<file path="src/rtl/chroma_pkg.sv">
// Shared types and constants for the chroma-key calibration path.
// The keyer imports DEF_G / DEF_DIFF so both blocks agree on the power-up thresholds.
package chroma_pkg;

  typedef enum logic [1:0] {
    IDLE     = 2'd0,
    WAIT_SOF = 2'd1,
    ACCUM    = 2'd2,
    COMPUTE  = 2'd3
  } calib_state_e;

  localparam int WIN_SIZE = 16;
  localparam int WIN_LOG2 = 4;
  // 256 samples of 4 bits never exceed 12 bits, so the sums cannot wrap.
  localparam int ACC_W    = 2 * WIN_LOG2 + 4;
  localparam int CNT_W    = 2 * WIN_LOG2 + 1;

  localparam logic [3:0] DEF_G    = 4'd10;
  localparam logic [3:0] DEF_DIFF = 4'd4;

endpackage

</file>
<file path="src/rtl/chroma_win_accum.sv">
// Sums r/g/b over the fixed 16x16 sampling window and counts the samples taken.
// Accumulation stops by itself once all 256 window pixels have been seen.
module chroma_win_accum
  import chroma_pkg::*;
#(
  parameter logic [9:0] WIN_X0 = 10'd312,
  parameter logic [9:0] WIN_Y0 = 10'd232
) (
  input  logic             clk,
  input  logic             rst_n,
  input  logic             clear_i,
  input  logic             enable_i,
  input  logic             de_i,
  input  logic [9:0]       x_i,
  input  logic [9:0]       y_i,
  input  logic [3:0]       r_i,
  input  logic [3:0]       g_i,
  input  logic [3:0]       b_i,
  output logic [ACC_W-1:0] sum_r_o,
  output logic [ACC_W-1:0] sum_g_o,
  output logic [ACC_W-1:0] sum_b_o,
  output logic             full_o
);

  localparam logic [9:0]       WIN_X1    = WIN_X0 + 10'(WIN_SIZE - 1);
  localparam logic [9:0]       WIN_Y1    = WIN_Y0 + 10'(WIN_SIZE - 1);
  localparam logic [CNT_W-1:0] CNT_FULL  = CNT_W'(WIN_SIZE * WIN_SIZE);

  logic [ACC_W-1:0] sum_r_q, sum_r_d;
  logic [ACC_W-1:0] sum_g_q, sum_g_d;
  logic [ACC_W-1:0] sum_b_q, sum_b_d;
  logic [CNT_W-1:0] cnt_q, cnt_d;
  logic             in_win;

  assign in_win = de_i && (x_i >= WIN_X0) && (x_i <= WIN_X1) &&
                  (y_i >= WIN_Y0) && (y_i <= WIN_Y1);
  assign full_o = (cnt_q == CNT_FULL);

  always_comb begin
    sum_r_d = sum_r_q;
    sum_g_d = sum_g_q;
    sum_b_d = sum_b_q;
    cnt_d   = cnt_q;
    if (clear_i) begin
      sum_r_d = '0;
      sum_g_d = '0;
      sum_b_d = '0;
      cnt_d   = '0;
    end else if (enable_i && in_win && !full_o) begin
      sum_r_d = sum_r_q + ACC_W'(r_i);
      sum_g_d = sum_g_q + ACC_W'(g_i);
      sum_b_d = sum_b_q + ACC_W'(b_i);
      cnt_d   = cnt_q + CNT_W'(1);
    end
  end

  always_ff @(posedge clk or negedge rst_n) begin
    if (!rst_n) begin
      sum_r_q <= '0;
      sum_g_q <= '0;
      sum_b_q <= '0;
      cnt_q   <= '0;
    end else begin
      sum_r_q <= sum_r_d;
      sum_g_q <= sum_g_d;
      sum_b_q <= sum_b_d;
      cnt_q   <= cnt_d;
    end
  end

  assign sum_r_o = sum_r_q;
  assign sum_g_o = sum_g_q;
  assign sum_b_o = sum_b_q;

endmodule

</file>
<file path="src/rtl/chroma_calib_ctrl.sv">
// Key-colour calibration FSM plus shadowed threshold registers for the chroma keyer.
// Thresholds only ever move on a start-of-frame strobe, so a frame never sees mixed settings.
module chroma_calib_ctrl
  import chroma_pkg::*;
#(
  parameter logic [9:0] WIN_X0      = 10'd312,
  parameter logic [9:0] WIN_Y0      = 10'd232,
  parameter int         G_MARGIN    = 2,
  parameter int         DIFF_MARGIN = 1,
  parameter int         MIN_G       = 4
) (
  input  logic       clk,
  input  logic       reset,
  input  logic [3:0] i_red,
  input  logic [3:0] i_green,
  input  logic [3:0] i_blue,
  input  logic [9:0] x_pixel,
  input  logic [9:0] y_pixel,
  input  logic       DE,
  input  logic       calib_req,
  input  logic       cfg_wr,
  input  logic [3:0] cfg_g,
  input  logic [3:0] cfg_diff,
  output logic [3:0] g_threshold,
  output logic [3:0] diff_threshold,
  output logic [3:0] key_r,
  output logic [3:0] key_g,
  output logic [3:0] key_b,
  output logic       key_valid,
  output logic       busy,
  output logic       calib_done,
  output logic       calib_fail,
  output logic [1:0] dbg_state
);

  localparam logic signed [5:0] G_MARGIN_S    = 6'(G_MARGIN);
  localparam logic signed [5:0] DIFF_MARGIN_S = 6'(DIFF_MARGIN);
  localparam logic signed [5:0] MIN_G_S       = 6'(MIN_G);

  calib_state_e     state_q, state_d;
  logic [3:0]       g_act_q, g_act_d, diff_act_q, diff_act_d;
  logic [3:0]       shadow_g_q, shadow_g_d, shadow_diff_q, shadow_diff_d;
  logic             pending_q, pending_d;
  logic [3:0]       key_r_q, key_r_d, key_g_q, key_g_d, key_b_q, key_b_d;
  logic             key_valid_q, key_valid_d;
  logic             done_q, done_d, fail_q, fail_d;
  logic             sof, acc_clear, acc_full;
  logic [ACC_W-1:0] sum_r, sum_g, sum_b;
  logic [3:0]       avg_r, avg_g, avg_b;
  logic signed [5:0] dr, db, m, g_sub;
  logic [3:0]       g_new, diff_new;
  logic             unused_sum_lsbs;

  assign sof = DE && (x_pixel == 10'd0) && (y_pixel == 10'd0);

  chroma_win_accum #(
    .WIN_X0 (WIN_X0),
    .WIN_Y0 (WIN_Y0)
  ) u_accum (
    .clk      (clk),
    .rst_n    (reset),
    .clear_i  (acc_clear),
    .enable_i (state_q == ACCUM),
    .de_i     (DE),
    .x_i      (x_pixel),
    .y_i      (y_pixel),
    .r_i      (i_red),
    .g_i      (i_green),
    .b_i      (i_blue),
    .sum_r_o  (sum_r),
    .sum_g_o  (sum_g),
    .sum_b_o  (sum_b),
    .full_o   (acc_full)
  );

  // Dividing by the 256 samples is just taking the top nibble of each sum.
  assign avg_r = sum_r[ACC_W-1:2*WIN_LOG2];
  assign avg_g = sum_g[ACC_W-1:2*WIN_LOG2];
  assign avg_b = sum_b[ACC_W-1:2*WIN_LOG2];
  assign unused_sum_lsbs = ^{sum_r[2*WIN_LOG2-1:0], sum_g[2*WIN_LOG2-1:0], sum_b[2*WIN_LOG2-1:0]};

  assign dr       = $signed({2'b00, avg_g}) - $signed({2'b00, avg_r});
  assign db       = $signed({2'b00, avg_g}) - $signed({2'b00, avg_b});
  assign m        = (dr < db) ? dr : db;
  assign g_sub    = $signed({2'b00, avg_g}) - G_MARGIN_S;
  assign g_new    = (g_sub < MIN_G_S) ? MIN_G_S[3:0] : g_sub[3:0];
  assign diff_new = m[3:0] - DIFF_MARGIN_S[3:0];

  always_comb begin
    state_d       = state_q;
    g_act_d       = g_act_q;
    diff_act_d    = diff_act_q;
    shadow_g_d    = shadow_g_q;
    shadow_diff_d = shadow_diff_q;
    pending_d     = pending_q;
    key_r_d       = key_r_q;
    key_g_d       = key_g_q;
    key_b_d       = key_b_q;
    key_valid_d   = key_valid_q;
    done_d        = 1'b0;
    fail_d        = 1'b0;
    acc_clear     = 1'b0;

    if (sof && pending_q) begin
      g_act_d    = shadow_g_q;
      diff_act_d = shadow_diff_q;
      pending_d  = 1'b0;
    end

    case (state_q)
      IDLE: begin
        if (cfg_wr) begin
          shadow_g_d    = cfg_g;
          shadow_diff_d = cfg_diff;
          pending_d     = 1'b1;
        end
        if (calib_req) state_d = WAIT_SOF;
      end
      WAIT_SOF: begin
        if (sof) begin
          acc_clear = 1'b1;
          state_d   = ACCUM;
        end
      end
      ACCUM: begin
        // A second SOF before the window filled means the window was never fully visible.
        if (acc_full) begin
          state_d = COMPUTE;
        end else if (sof) begin
          fail_d  = 1'b1;
          state_d = IDLE;
        end
      end
      COMPUTE: begin
        state_d = IDLE;
        if (m <= DIFF_MARGIN_S) begin
          fail_d = 1'b1;
        end else begin
          shadow_g_d    = g_new;
          shadow_diff_d = diff_new;
          key_r_d       = avg_r;
          key_g_d       = avg_g;
          key_b_d       = avg_b;
          key_valid_d   = 1'b1;
          pending_d     = 1'b1;
          done_d        = 1'b1;
        end
      end
      default: state_d = IDLE;
    endcase
  end

  always_ff @(posedge clk or negedge reset) begin
    if (!reset) begin
      state_q       <= IDLE;
      g_act_q       <= DEF_G;
      diff_act_q    <= DEF_DIFF;
      shadow_g_q    <= DEF_G;
      shadow_diff_q <= DEF_DIFF;
      pending_q     <= 1'b0;
      key_r_q       <= '0;
      key_g_q       <= '0;
      key_b_q       <= '0;
      key_valid_q   <= 1'b0;
      done_q        <= 1'b0;
      fail_q        <= 1'b0;
    end else begin
      state_q       <= state_d;
      g_act_q       <= g_act_d;
      diff_act_q    <= diff_act_d;
      shadow_g_q    <= shadow_g_d;
      shadow_diff_q <= shadow_diff_d;
      pending_q     <= pending_d;
      key_r_q       <= key_r_d;
      key_g_q       <= key_g_d;
      key_b_q       <= key_b_d;
      key_valid_q   <= key_valid_d;
      done_q        <= done_d;
      fail_q        <= fail_d;
    end
  end

  assign g_threshold    = g_act_q;
  assign diff_threshold = diff_act_q;
  assign key_r          = key_r_q;
  assign key_g          = key_g_q;
  assign key_b          = key_b_q;
  assign key_valid      = key_valid_q;
  assign busy           = (state_q != IDLE);
  assign calib_done     = done_q;
  assign calib_fail     = fail_q;
  assign dbg_state      = state_q;

endmodule
</file>
<file path="config.mk">
export PLATFORM = sky130hd
export DESIGN_NAME = chroma_calib_ctrl
export DESIGN_NICKNAME = d
export VERILOG_FILES = /design/src/rtl/chroma_pkg.sv /design/src/rtl/chroma_win_accum.sv /design/src/rtl/chroma_calib_ctrl.sv
export SDC_FILE = /design/constraint.sdc
export NUM_CORES = 1
export LEC_CHECK = 0
export CORE_UTILIZATION = 45
export DETAILED_ROUTE_END_ITERATION = 7
export GPL_TIMING_DRIVEN = 0
export HOLD_SLACK_MARGIN = 0.15
export PLACE_DENSITY = 0.76
export SKIP_CTS_REPAIR_TIMING = 1
export SLEW_MARGIN = 25
export SYNTH_ARGS = -nofsm -noshare
export SYNTH_HDL_FRONTEND = slang
export SYNTH_SLANG_ARGS = --single-unit
</file>
<file path="constraint.sdc">
create_clock -name clk -period 10.55 [get_ports clk]
set_clock_uncertainty 0.1 [all_clocks]
set_input_delay 1.055 -clock clk [delete_from_list [all_inputs] [get_ports clk]]
set_output_delay 1.055 -clock clk [all_outputs]
set_load 0.01 [all_outputs]
</file>
==> load_flow_metrics.sql, run 1 <==
INSERT INTO impl_metrics (metric_group, metric, value, unit) VALUES
('timing', 'final.setup.tns', '0', 'ns'),
('power_and_ir_drop', 'share_comb_of_total_power', '24.6', '%'),
('logic_synthesis', 'synth_top_area_share', '38.3', '%'),
('timing', 'hold-worst-slack', '0.371', 'ns'),
('placed_design', 'place_area', '5670', 'um2'),
('setup_path', 'timing.critical_path.required', '10.69', 'ns'),
('setup_path', 'crit_path_cell_trace', 'inv_1, fa_1, nor2b_1, o21ai_0, and2_1, ha_1, nand2_1, o21ai_0, mux2i_1, nand2_1, o21ai_0, ha_1, nor2_1, nor2_1, a21oi_1, o21ai_1, buf_2, mux2_2', ''),
('placed_design', 'place_ws', '5.10', 'ns'),
('clocking', 'clock_path_buffers', '2', ''),
('logic_synthesis', 'dominant_cells_by_area_after_synthesis', 'sky130_fd_sc_hd__dfrtp_1, sky130_fd_sc_hd__ha_1, sky130_fd_sc_hd__mux2_2', ''),
('timing', 'timing.final.hold_violations', '0', ''),
('setup_path', 'timing.critical_path.slowest_cell_delay', '0.63', 'ns'),
('final_layout', 'finished_layout_cells', '700', ''),
('logic_synthesis', 'synthTopCellsByCount', 'sky130_fd_sc_hd__dfrtp_1, sky130_fd_sc_hd__nor2_1, sky130_fd_sc_hd__ha_1, sky130_fd_sc_hd__nand2_1, sky130_fd_sc_hd__inv_1', ''),
('grt', 'maximum_number_of_pins_on_one_net_before_global_route_repair', '50', ''),
('timing', 'grt_setup_unrepaired', 'no', ''),
('logic_synthesis', 'yosys_register_bits', '79', ''),
('placed_design', 'place.detailed.hpwl', '8060', 'um'),
('timing', 'finalSetupViolCount', '0', ''),
('floorplanning', 'std_cell_rows', '37', ''),
('power_and_ir_drop', 'p_clk_share', '32.1', '%'),
('setup_path', 'critical_path_class', 'reg2reg', ''),
('placed_design', 'port_buffers', '70', ''),
('final_layout', 'stdcell_area', '5890', 'um2'),
('power_and_ir_drop', 'switch_share', '28.1', '%'),
('outcome', 'run_status', 'finished clean', ''),
('timing', 'fin_crit', '5.57', 'ns'),
('logic_synthesis', 'syn-mean-instance-area', '10.0', 'um2'),
('logic_synthesis', 'synth_largest_area_cell', 'sky130_fd_sc_hd__dfrtp_1', ''),
('logic_synthesis', 'synth-warning-count', '0', ''),
('setup_path', 'start_kind', 'register', ''),
('routing', 'wl_per_cell', '15.3', 'um'),
('grt', 'antenna_found_initial', '0', ''),
('logic_synthesis', 'yosys.cell_count.top_type', 'sky130_fd_sc_hd__dfrtp_1', ''),
('floorplanning', 'initial_cell_density_of_the_core', '46.2', '%'),
('final_layout', 'antenna-diode-count', '0', ''),
('grt', 'gr-total-overflow', '0', ''),
('power_and_ir_drop', 'sequential_share_of_power', '43.3', '%'),
('worst_hold_path', 'timing.hold.worst_endpoint', 'key_valid', ''),
('setup_path', 'crit_slowest_cell', 'sky130_fd_sc_hd__mux2i_1', ''),
('power_and_ir_drop', 'power_leakage', '2.59', 'nW'),
('flow_run', 'max_cap_viol_count', '0', ''),
('clocking', 'cts.reportedPaths.clkPinSlew', '0.08', 'ns'),
('logic_synthesis', 'async_reset_ff_share', '100', '%'),
('placed_design', 'routabilityCongestion', '0.878', ''),
('timing', 'finalWorstSetupSlack', '4.98', 'ns'),
('logic_synthesis', 'synth_edf_count', '0', ''),
('final_layout', 'layout_cell_share_with_drive_strength_beyond_1', '9.75', '%'),
('placed_design', 'numPlacedInstances', '684', ''),
('setup_path', 'r2r-end', 'key_b[3]', ''),
('power_and_ir_drop', 'internal_power', '571', 'uW'),
('logic_synthesis', 'synth_sequential_area_ratio', '41.6', '%'),
('setup_path', 'worst-endpoint-arrival', '5.71', 'ns'),
('final_layout', 'final_net_count', '644', ''),
('timing', 'max_freq', '0.179', 'GHz'),
('timing', 'final.period_utilization', '52.8', '%'),
('worst_hold_path', 'count_of_cells_along_the_worst_hold_path', '1', ''),
('floorplanning', 'die_span_in_x', '105', 'um'),
('clocking', 'tritoncts', 'built', ''),
('power_and_ir_drop', 'worst_ir_drop_on_vdd', '0.0951', 'mV'),
('floorplanning', 'floorplan.core_area', '10300', 'um2'),
('setup_path', 'setup.worst_path.end_class', 'register', ''),
('routing', 'antenna_violating_nets_post_route', '0', ''),
('logic_synthesis', 'synth_cells', '477', ''),
('clocking', 'cts.htree.levels', '3', ''),
('final_layout', 'final_design_utilization', '57.1', '%'),
('clocking', 'numClockSinks', '79', ''),
('clocking', 'cts_made_buffers', '9', ''),
('floorplanning', 'design.die.area', '11000', 'um2'),
('final_layout', 'n_fill_cell', '896', ''),
('power_and_ir_drop', 'total_power_divided_by_cell_area', '135', 'nW/um2');
final cells by class:
cell class | count | share of cell area (%)
buffer | 13 | 0.913
clock buffer | 13 | 2.70
clock inverter | 3 | 1.10
inverter | 30 | 1.91
multi-input combinational | 355 | 44.5
sequential | 79 | 33.7
tap | 136 | 2.89
timing repair buffer | 71 | 12.3
logic make-up (layout without fill, tap and decap cells):
| logic type | Yosys count | in the layout | share of synthesized area, % |
|---|---|---|---|
| compound gates | 90 | 90 | 12.0 |
| xor+xnor | 35 | 35 | 6.42 |
| fa+ha+maj | 40 | 40 | 11.3 |
| buf+inv | 43 | 130 | 3.49 |
| flops | 79 | 79 | 41.6 |
| mux | 28 | 28 | 6.50 |
| simple gates | 162 | 162 | 18.7 |
state kept, by name, indices dropped and copies added, names as in the netlist:
register	cells
calib_done	1
u_accum.sum_b_o	12
u_accum.sum_g_o	12
u_accum.sum_r_o	12
pending_q	1
key_valid	1
dbg_state	2
key_b	4
shadow_g_q	4
calib_fail	1
key_r	4
g_threshold	4
key_g	4
diff_threshold	4
shadow_diff_q	4
u_accum.cnt_q	9
power by group through the flow:
stage	clock network (mW)	registers (mW)	logic [mW]
after floorplan	0	0.348	0.124
after global placement	0	0.348	0.187
after detailed placement	0	0.350	0.195
after CTS	0.260	0.344	0.196
after global routing	0.271	0.348	0.217
final	0.255	0.344	0.195
worst max-delay path by stage:
stage,slack [ns],cells past startpoint,from,end
final,4.98,18,u_accum.sum_g_o[9],key_b[3]
after global routing,4.51,18,u_accum.sum_g_o[9],key_b[3]
after CTS,4.98,18,u_accum.sum_g_o[9],key_b[3]
after detailed placement,5.10,18,u_accum.sum_g_o[9],key_r[3]
after global placement,5.20,17,u_accum.sum_g_o[9],key_g[3]
after floorplan,6.03,18,u_accum.sum_g_o[8],shadow_diff_q[0]
per-layer routing:
layer / global-route usage [%] / part of all wire [%] / wire (um)
met1: 26.4 / 45 / 4800
met2: 36.5 / 50 / 5390
met3: 3.81 / 3.2 / 347
met4: 6.94 / 1.5 / 162
met5: 0 / 0 / 0
cells in the final DEF (no fill, tap or decap), types with 12 or more instances in the layout:
| cell | instances |
|---|---|
| sky130_fd_sc_hd__a21oi_1 | 28 |
| sky130_fd_sc_hd__clkdlybuf4s50_1 | 69 |
| sky130_fd_sc_hd__nand2_1 | 33 |
| sky130_fd_sc_hd__xnor2_1 | 26 |
| sky130_fd_sc_hd__nand3_1 | 12 |
| sky130_fd_sc_hd__o21ai_0 | 20 |
| sky130_fd_sc_hd__ha_1 | 35 |
| sky130_fd_sc_hd__dfrtp_1 | 73 |
| sky130_fd_sc_hd__mux2_2 | 24 |
| sky130_fd_sc_hd__nor2_1 | 42 |
| sky130_fd_sc_hd__inv_1 | 29 |
Power figures use the tool's default switching activity.
==> inputs of run 2 (changes only) <==
- clock period: 10.55 -> 5.8 ns (I/O delays scaled with it)
==> load_flow_metrics.sql, run 2 (synthesized netlist as in run 1, its figures left out) <==
INSERT INTO impl_metrics (metric_group, metric, value, unit) VALUES
('clocking', 'numClockSinks', '79', ''),
('setup_path', 'r2r_start', 'u_accum.sum_g_o[9]', ''),
('setup_path', 'crit_end', 'key_b[3]', ''),
('routing', 'drt_pre_antenna_iters', '4', ''),
('clocking', 'tritoncts', 'built', ''),
('floorplanning', 'die_span_in_x', '105', 'um'),
('grt', 'grt.met1_usage', '26.4', '%'),
('clocking', 'clock_path_buffers', '2', ''),
('setup_path', 'critical_path.startpoint', 'u_accum.sum_g_o[9]', ''),
('timing', 'final.setup.tns', '0', 'ns'),
('power_and_ir_drop', 'power_leakage', '2.60', 'nW'),
('floorplanning', 'design.die.area', '11000', 'um2'),
('grt', 'use_met3', '3.81', '%'),
('grt', 'gr-total-overflow', '0', ''),
('grt', 'antenna_found_initial', '0', ''),
('clocking', 'cts.reportedPaths.clkPinSlew', '0.08', 'ns'),
('setup_path', 'crit_path_max_fanout', '10', ''),
('routing', 'remaining_drc_errors', '0', ''),
('setup_path', 'timing.critical_path.slowest_cell_delay', '0.56', 'ns'),
('setup_path', 'r2r-end', 'key_b[3]', ''),
('grt', 'use_met2', '36.5', '%'),
('setup_path', 'worst-endpoint-arrival', '5.42', 'ns'),
('floorplanning', 'die_h', '105', 'um'),
('setup_path', 'cell_type_with_the_highest_occurrence_count_on_the_critical_path', 'sky130_fd_sc_hd__o21ai_0', ''),
('power_and_ir_drop', 'total_power_divided_by_cell_area', '245', 'nW/um2'),
('timing', 'fin_crit', '5.29', 'ns'),
('final_layout', 'antenna-diode-count', '0', ''),
('power_and_ir_drop', 'power.total', '1.45', 'mW'),
('timing', 'timing.final.max_slew_violations', '0', ''),
('flow_run', 'max_cap_viol_count', '0', ''),
('final_layout', 'stdcell_area', '5910', 'um2'),
('grt', 'first_pass_grt_wire_length', '18700', 'um'),
('final_layout', 'mostFrequentLayoutCells', 'sky130_fd_sc_hd__dfrtp_1, sky130_fd_sc_hd__clkdlybuf4s50_1, sky130_fd_sc_hd__nor2_1, sky130_fd_sc_hd__ha_1, sky130_fd_sc_hd__nand2_1', ''),
('setup_path', 'timing.reg2reg.setup_slack', '0.51', 'ns'),
('outcome', 'run_status', 'finished clean', ''),
('setup_path', 'cells_on_worst_reg2reg_path', '18', ''),
('placed_design', 'port_buffers', '70', ''),
('grt', 'maximum_number_of_pins_on_one_net_before_global_route_repair', '50', ''),
('timing', 'timing.final.hold_violations', '0', ''),
('timing', 'max_freq', '0.189', 'GHz'),
('timing', 'grt_setup_unrepaired', 'no', ''),
('timing', 'worst_slew_margin_rel', '57.1', '%'),
('routing', 'detail_route.wirelength', '10800', 'um'),
('floorplanning', 'initial_cell_density_of_the_core', '46.2', '%'),
('floorplanning', 'floorplan.core_area', '10300', 'um2'),
('routing', 'viasPerCell', '5.59', ''),
('setup_path', 'crit_slowest_cell', 'sky130_fd_sc_hd__dfrtp_1', ''),
('timing', 'hold-worst-slack', '0.371', 'ns'),
('setup_path', 'setup.worst_path.end_class', 'register', ''),
('routing', 'antenna_violating_nets_post_route', '0', ''),
('clocking', 'clock_insertion_delay_worst_skew', '0.35', 'ns'),
('setup_path', 'critical_path_class', 'reg2reg', ''),
('power_and_ir_drop', 'worst_ir_drop_on_vdd', '0.172', 'mV'),
('final_layout', 'n_fill_cell', '894', ''),
('grt', 'grt_pass1_vias', '3926', ''),
('final_layout', 'most_common_cell_after_layout_fill_and_taps_aside', 'sky130_fd_sc_hd__dfrtp_1', ''),
('final_layout', 'layout_cell_share_with_drive_strength_beyond_1', '10.1', '%'),
('floorplanning', 'design.portCount', '71', ''),
('setup_path', 'start_kind', 'register', ''),
('routing', 'wl_per_cell', '15.4', 'um'),
('floorplanning', 'std_cell_rows', '37', ''),
('setup_path', 'timing.critical_path.required', '5.93', 'ns'),
('setup_path', 'crit_path_cell_trace', 'inv_1, fa_1, nor2b_1, o21ai_0, and2_1, ha_1, nand2_1, o21ai_0, mux2i_2, nand2_1, o21ai_0, ha_1, nor2_1, nor2_1, a21oi_1, o21ai_2, buf_2, mux2_2', ''),
('worst_hold_path', 'min-delay-start', 'key_valid', ''),
('final_layout', 'syn_to_final_growth', '23.8', '%'),
('placed_design', 'place_area', '5670', 'um2'),
('grt', 'globalRouteTotalUtil', '21.0', '%'),
('routing', 'detailedRoute.firstIterationViolations', '142', ''),
('clocking', 'cts_made_buffers', '9', ''),
('final_layout', 'final_net_count', '645', ''),
('timing', 'finalSetupViolCount', '0', ''),
('clocking', 'cts.root.buffer_cell', 'sky130_fd_sc_hd__clkbuf_8', ''),
('placed_design', 'routabilityCongestion', '0.878', ''),
('placed_design', 'place.detailed.hpwl', '8060', 'um'),
('clocking', 'cts.htree.levels', '3', ''),
('worst_hold_path', 'hold_path_class', 'reg2reg', ''),
('timing', 'tightestPinTransition', '0.644', 'ns'),
('timing', 'final.period_utilization', '91.2', '%'),
('routing', 'vias', '3920', ''),
('grt', 'grt.busiest_layer', 'met2', '');
[run 2: cell count changes in the layout (fill, tap and decap cells not counted), sizes merged]
| cell | before | now |
|---|---|---|
| dlygate4sd3 | 0 | 1 |
[run 2: worst max-delay path, delay by kind of cell (launching register included)]
kind	cells	cell delay (ns)
multiplexers	2	0.88
AO/OA/AOI/OAI	5	1.29
flip-flops	1	0.56
adder cells (fa/ha/maj)	3	1.10
buffers and inverters	2	0.53
AND/OR/NAND/NOR	6	0.70
[run 2: how the worst min path moves through the flow]
stage,cells past startpoint,slack [ns],to
floorplan,0,0.18,calib_done
global placement,1,0.35,key_valid
detailed placement,1,0.36,key_valid
CTS,1,0.06,calib_done
global route,2,0.40,diff_threshold[2]
finish,1,0.37,key_valid
[run 2: layout make-up]
type / instances / area, um2 / share of cell area [%]
Buffer: 13 / 53.8 / 0.910
Multi-Input combinational cell: 355 / 2630 / 44.5
Tap cell: 136 / 170 / 2.88
Inverter: 30 / 113 / 1.91
Sequential cell: 79 / 1980 / 33.6
Clock buffer: 13 / 159 / 2.69
Clock inverter: 3 / 65.1 / 1.10
Timing Repair Buffer: 72 / 736 / 12.4
[run 2: through the flow]
stage          cells  util, %  setup slack (ns)
2_1_floorplan    477        -              1.28
3_3_place_gp     683     54.7             0.447
3_5_place_dp     684     54.9             0.353
4_1_cts          700     57.1             0.227
5_1_grt          701     57.2            0.0846
6_report         701     57.2             0.512
[run 2: per-layer routing]
metal | part of all wire [%] | vias up
met3 | 3.9 | 20
met5 | 0 | -
met1 | 44 | 1936
li1 | - | 1864
met2 | 50 | 100
met4 | 1.6 | 0
[run 2: report_power, final]
| part | switching (mW) | internal [mW] | total [mW] |
|---|---|---|---|
| Sequential | 0.0248 | 0.601 | 0.625 |
| Combinational | 0.186 | 0.173 | 0.359 |
| Clock | 0.196 | 0.266 | 0.462 |
| Total | 0.407 | 1.04 | 1.45 |
==> inputs of run 3 (changes only) <==
- PLACE_DENSITY: 0.76 -> 0.79
- clock period: 5.8 -> 4.78 ns (I/O delays scaled with it)
==> load_flow_metrics.sql, run 3 (synthesized netlist as in run 1, its figures left out) <==
INSERT INTO impl_metrics (metric_group, metric, value, unit) VALUES
('setup_path', 'r2r_start', 'u_accum.sum_r_o[8]', ''),
('setup_path', 'timing.reg2reg.setup_slack', '0.18', 'ns'),
('outcome', 'run_status', 'finished clean', ''),
('placed_design', 'port_buffers', '70', ''),
('floorplanning', 'initial_cell_density_of_the_core', '46.2', '%'),
('worst_hold_path', 'timing.hold.worst_endpoint', 'key_valid', ''),
('setup_path', 'r2r-end', 'key_b[3]', ''),
('grt', 'gr-total-overflow', '0', ''),
('setup_path', 'worst-endpoint-arrival', '4.73', 'ns'),
('grt', 'globalRouteTotalUtil', '20.1', '%'),
('clocking', 'clock_path_buffers', '2', ''),
('setup_path', 'critical_path_class', 'reg2reg', ''),
('clocking', 'cts.reportedPaths.clkPinSlew', '0.08', 'ns'),
('floorplanning', 'design.portCount', '71', ''),
('final_layout', 'mostFrequentLayoutCells', 'sky130_fd_sc_hd__dfrtp_1, sky130_fd_sc_hd__clkdlybuf4s50_1, sky130_fd_sc_hd__nor2_1, sky130_fd_sc_hd__ha_1, sky130_fd_sc_hd__nand2_1', ''),
('clocking', 'numClockSinks', '79', ''),
('setup_path', 'setup.worst_path.end_class', 'register', ''),
('clocking', 'cts_made_buffers', '9', ''),
('grt', 'grt_pass1_vias', '3867', ''),
('placed_design', 'place_area', '5670', 'um2'),
('power_and_ir_drop', 'total_power_divided_by_cell_area', '292', 'nW/um2'),
('clocking', 'clock_insertion_delay_worst_skew', '0.35', 'ns'),
('routing', 'viasPerCell', '5.49', ''),
('grt', 'first_pass_grt_wire_length', '17700', 'um'),
('routing', 'antenna_violating_nets_post_route', '0', ''),
('routing', 'remaining_drc_errors', '0', ''),
('final_layout', 'final_net_count', '655', ''),
('final_layout', 'layout_cell_share_with_drive_strength_beyond_1', '13.2', '%'),
('final_layout', 'antenna-diode-count', '0', ''),
('routing', 'detail_route.wirelength', '10800', 'um'),
('final_layout', 'syn_to_final_growth', '26.6', '%'),
('flow_run', 'max_cap_viol_count', '0', ''),
('worst_hold_path', 'count_of_cells_along_the_worst_hold_path', '1', ''),
('worst_hold_path', 'min-delay-start', 'key_valid', ''),
('floorplanning', 'die_span_in_x', '105', 'um'),
('floorplanning', 'die_h', '105', 'um'),
('timing', 'tightestPinTransition', '0.616', 'ns'),
('placed_design', 'place.detailed.hpwl', '8000', 'um'),
('final_layout', 'n_fill_cell', '860', ''),
('final_layout', 'stdcell_area', '6040', 'um2'),
('timing', 'finalSetupViolCount', '0', ''),
('routing', 'drt_pre_antenna_iters', '4', ''),
('placed_design', 'routabilityCongestion', '0.861', ''),
('timing', 'timing.final.hold_violations', '0', ''),
('timing', 'hold-worst-slack', '0.373', 'ns'),
('timing', 'final.period_utilization', '96.2', '%'),
('setup_path', 'cells_on_worst_reg2reg_path', '17', ''),
('power_and_ir_drop', 'worst_ir_drop_on_vdd', '0.184', 'mV'),
('setup_path', 'start_kind', 'register', ''),
('floorplanning', 'floorplan.core_area', '10300', 'um2'),
('routing', 'detailedRoute.firstIterationViolations', '209', ''),
('floorplanning', 'std_cell_rows', '37', ''),
('timing', 'max_freq', '0.217', 'GHz'),
('setup_path', 'crit_path_max_fanout', '10', ''),
('clocking', 'cts.root.buffer_cell', 'sky130_fd_sc_hd__clkbuf_8', ''),
('routing', 'vias', '3901', ''),
('final_layout', 'most_common_cell_after_layout_fill_and_taps_aside', 'sky130_fd_sc_hd__dfrtp_1', ''),
('worst_hold_path', 'hold_path_class', 'reg2reg', ''),
('power_and_ir_drop', 'power_leakage', '2.65', 'nW'),
('timing', 'worst_slew_margin_rel', '57.9', '%'),
('grt', 'maximum_number_of_pins_on_one_net_before_global_route_repair', '48', ''),
('clocking', 'cts.htree.levels', '3', ''),
('setup_path', 'timing.critical_path.required', '4.91', 'ns'),
('routing', 'wl_per_cell', '15.3', 'um'),
('timing', 'fin_crit', '4.60', 'ns'),
('floorplanning', 'design.die.area', '11000', 'um2'),
('clocking', 'tritoncts', 'built', ''),
('timing', 'timing.final.max_slew_violations', '0', ''),
('grt', 'antenna_found_initial', '0', '');
## run 3: cell types whose count changed in the layout (fill, tap and decap cells not counted), sizes merged
cell	previous run	this run
bufinv	2	1
buf	7	17
clkinv	1	2
## run 3: layout make-up
| type | count | area, um2 | area share (%) |
|---|---|---|---|
| multi-input cells | 355 | 2710 | 44.8 |
| flip-flops and latches | 79 | 1990 | 32.9 |
| repair buffers | 82 | 815 | 13.5 |
| well taps | 136 | 170 | 2.82 |
| clock buffers | 13 | 149 | 2.46 |
| inverters | 30 | 113 | 1.86 |
| plain buffers | 13 | 60.1 | 0.994 |
| clock inverters | 3 | 43.8 | 0.725 |
## run 3: where the power goes
group	internal, mW	switching [mW]	total [mW]
Combinational	0.267	0.243	0.510
Sequential	0.729	0.0292	0.758
Clock	0.257	0.240	0.497
Total	1.25	0.512	1.76
## run 3: worst max path at each step
stage	startpoint	endpoint	slack (ns)	cells after the start
after detailed placement	u_accum.sum_g_o[9]	key_g[3]	-0.65	17
final	u_accum.sum_r_o[8]	key_b[3]	0.18	17
after CTS	u_accum.sum_g_o[9]	key_b[3]	-0.69	17
after global routing	u_accum.sum_g_o[8]	shadow_diff_q[0]	-0.01	19
after floorplan	u_accum.sum_g_o[8]	shadow_diff_q[0]	0.26	18
after global placement	u_accum.sum_g_o[9]	key_b[3]	-0.55	17
## run 3: per-layer routing
layer / part of all wire (%) / up-vias / track usage (%)
met1: 44 / 1912 / 24.6
met3: 3.4 / 18 / 4.87
met2: 51 / 85 / 34.7
li1: - / 1886 / -
met4: 2.0 / 0 / 6.84
met5: 0 / - / 0
## run 3: through the flow
step	util [%]	worst slack, ns	instances	TNS (ns)	power, mW
final	58.5	0.180	711	0	1.76
after global routing	58.5	-0.0144	711	-0.0276	1.86
after CTS	56.8	-0.690	700	-10.78	1.71
after detailed placement	54.9	-0.654	684	-10.03	1.21
after global placement	54.7	-0.555	683	-7.37	1.18
after floorplan	-	0.262	477	0	1.04
## run 3: critical path, cell delays in order, from the launching register on
cell and delay, ns:
sky130_fd_sc_hd__dfrtp_2 0.47, sky130_fd_sc_hd__ha_1 0.24, sky130_fd_sc_hd__fa_1 0.43, sky130_fd_sc_hd__nor2b_1 0.14, sky130_fd_sc_hd__o21ai_0 0.13, sky130_fd_sc_hd__and2_1 0.20, sky130_fd_sc_hd__ha_2 0.38, sky130_fd_sc_hd__nand2_1 0.11
sky130_fd_sc_hd__o21ai_4 0.22, sky130_fd_sc_hd__mux2i_4 0.36, sky130_fd_sc_hd__nand2_1 0.09, sky130_fd_sc_hd__o21ai_0 0.14, sky130_fd_sc_hd__ha_1 0.27, sky130_fd_sc_hd__nor2_1 0.08, sky130_fd_sc_hd__o31a_1 0.27, sky130_fd_sc_hd__o21ai_4 0.31
sky130_fd_sc_hd__buf_6 0.21, sky130_fd_sc_hd__mux2_2 0.34
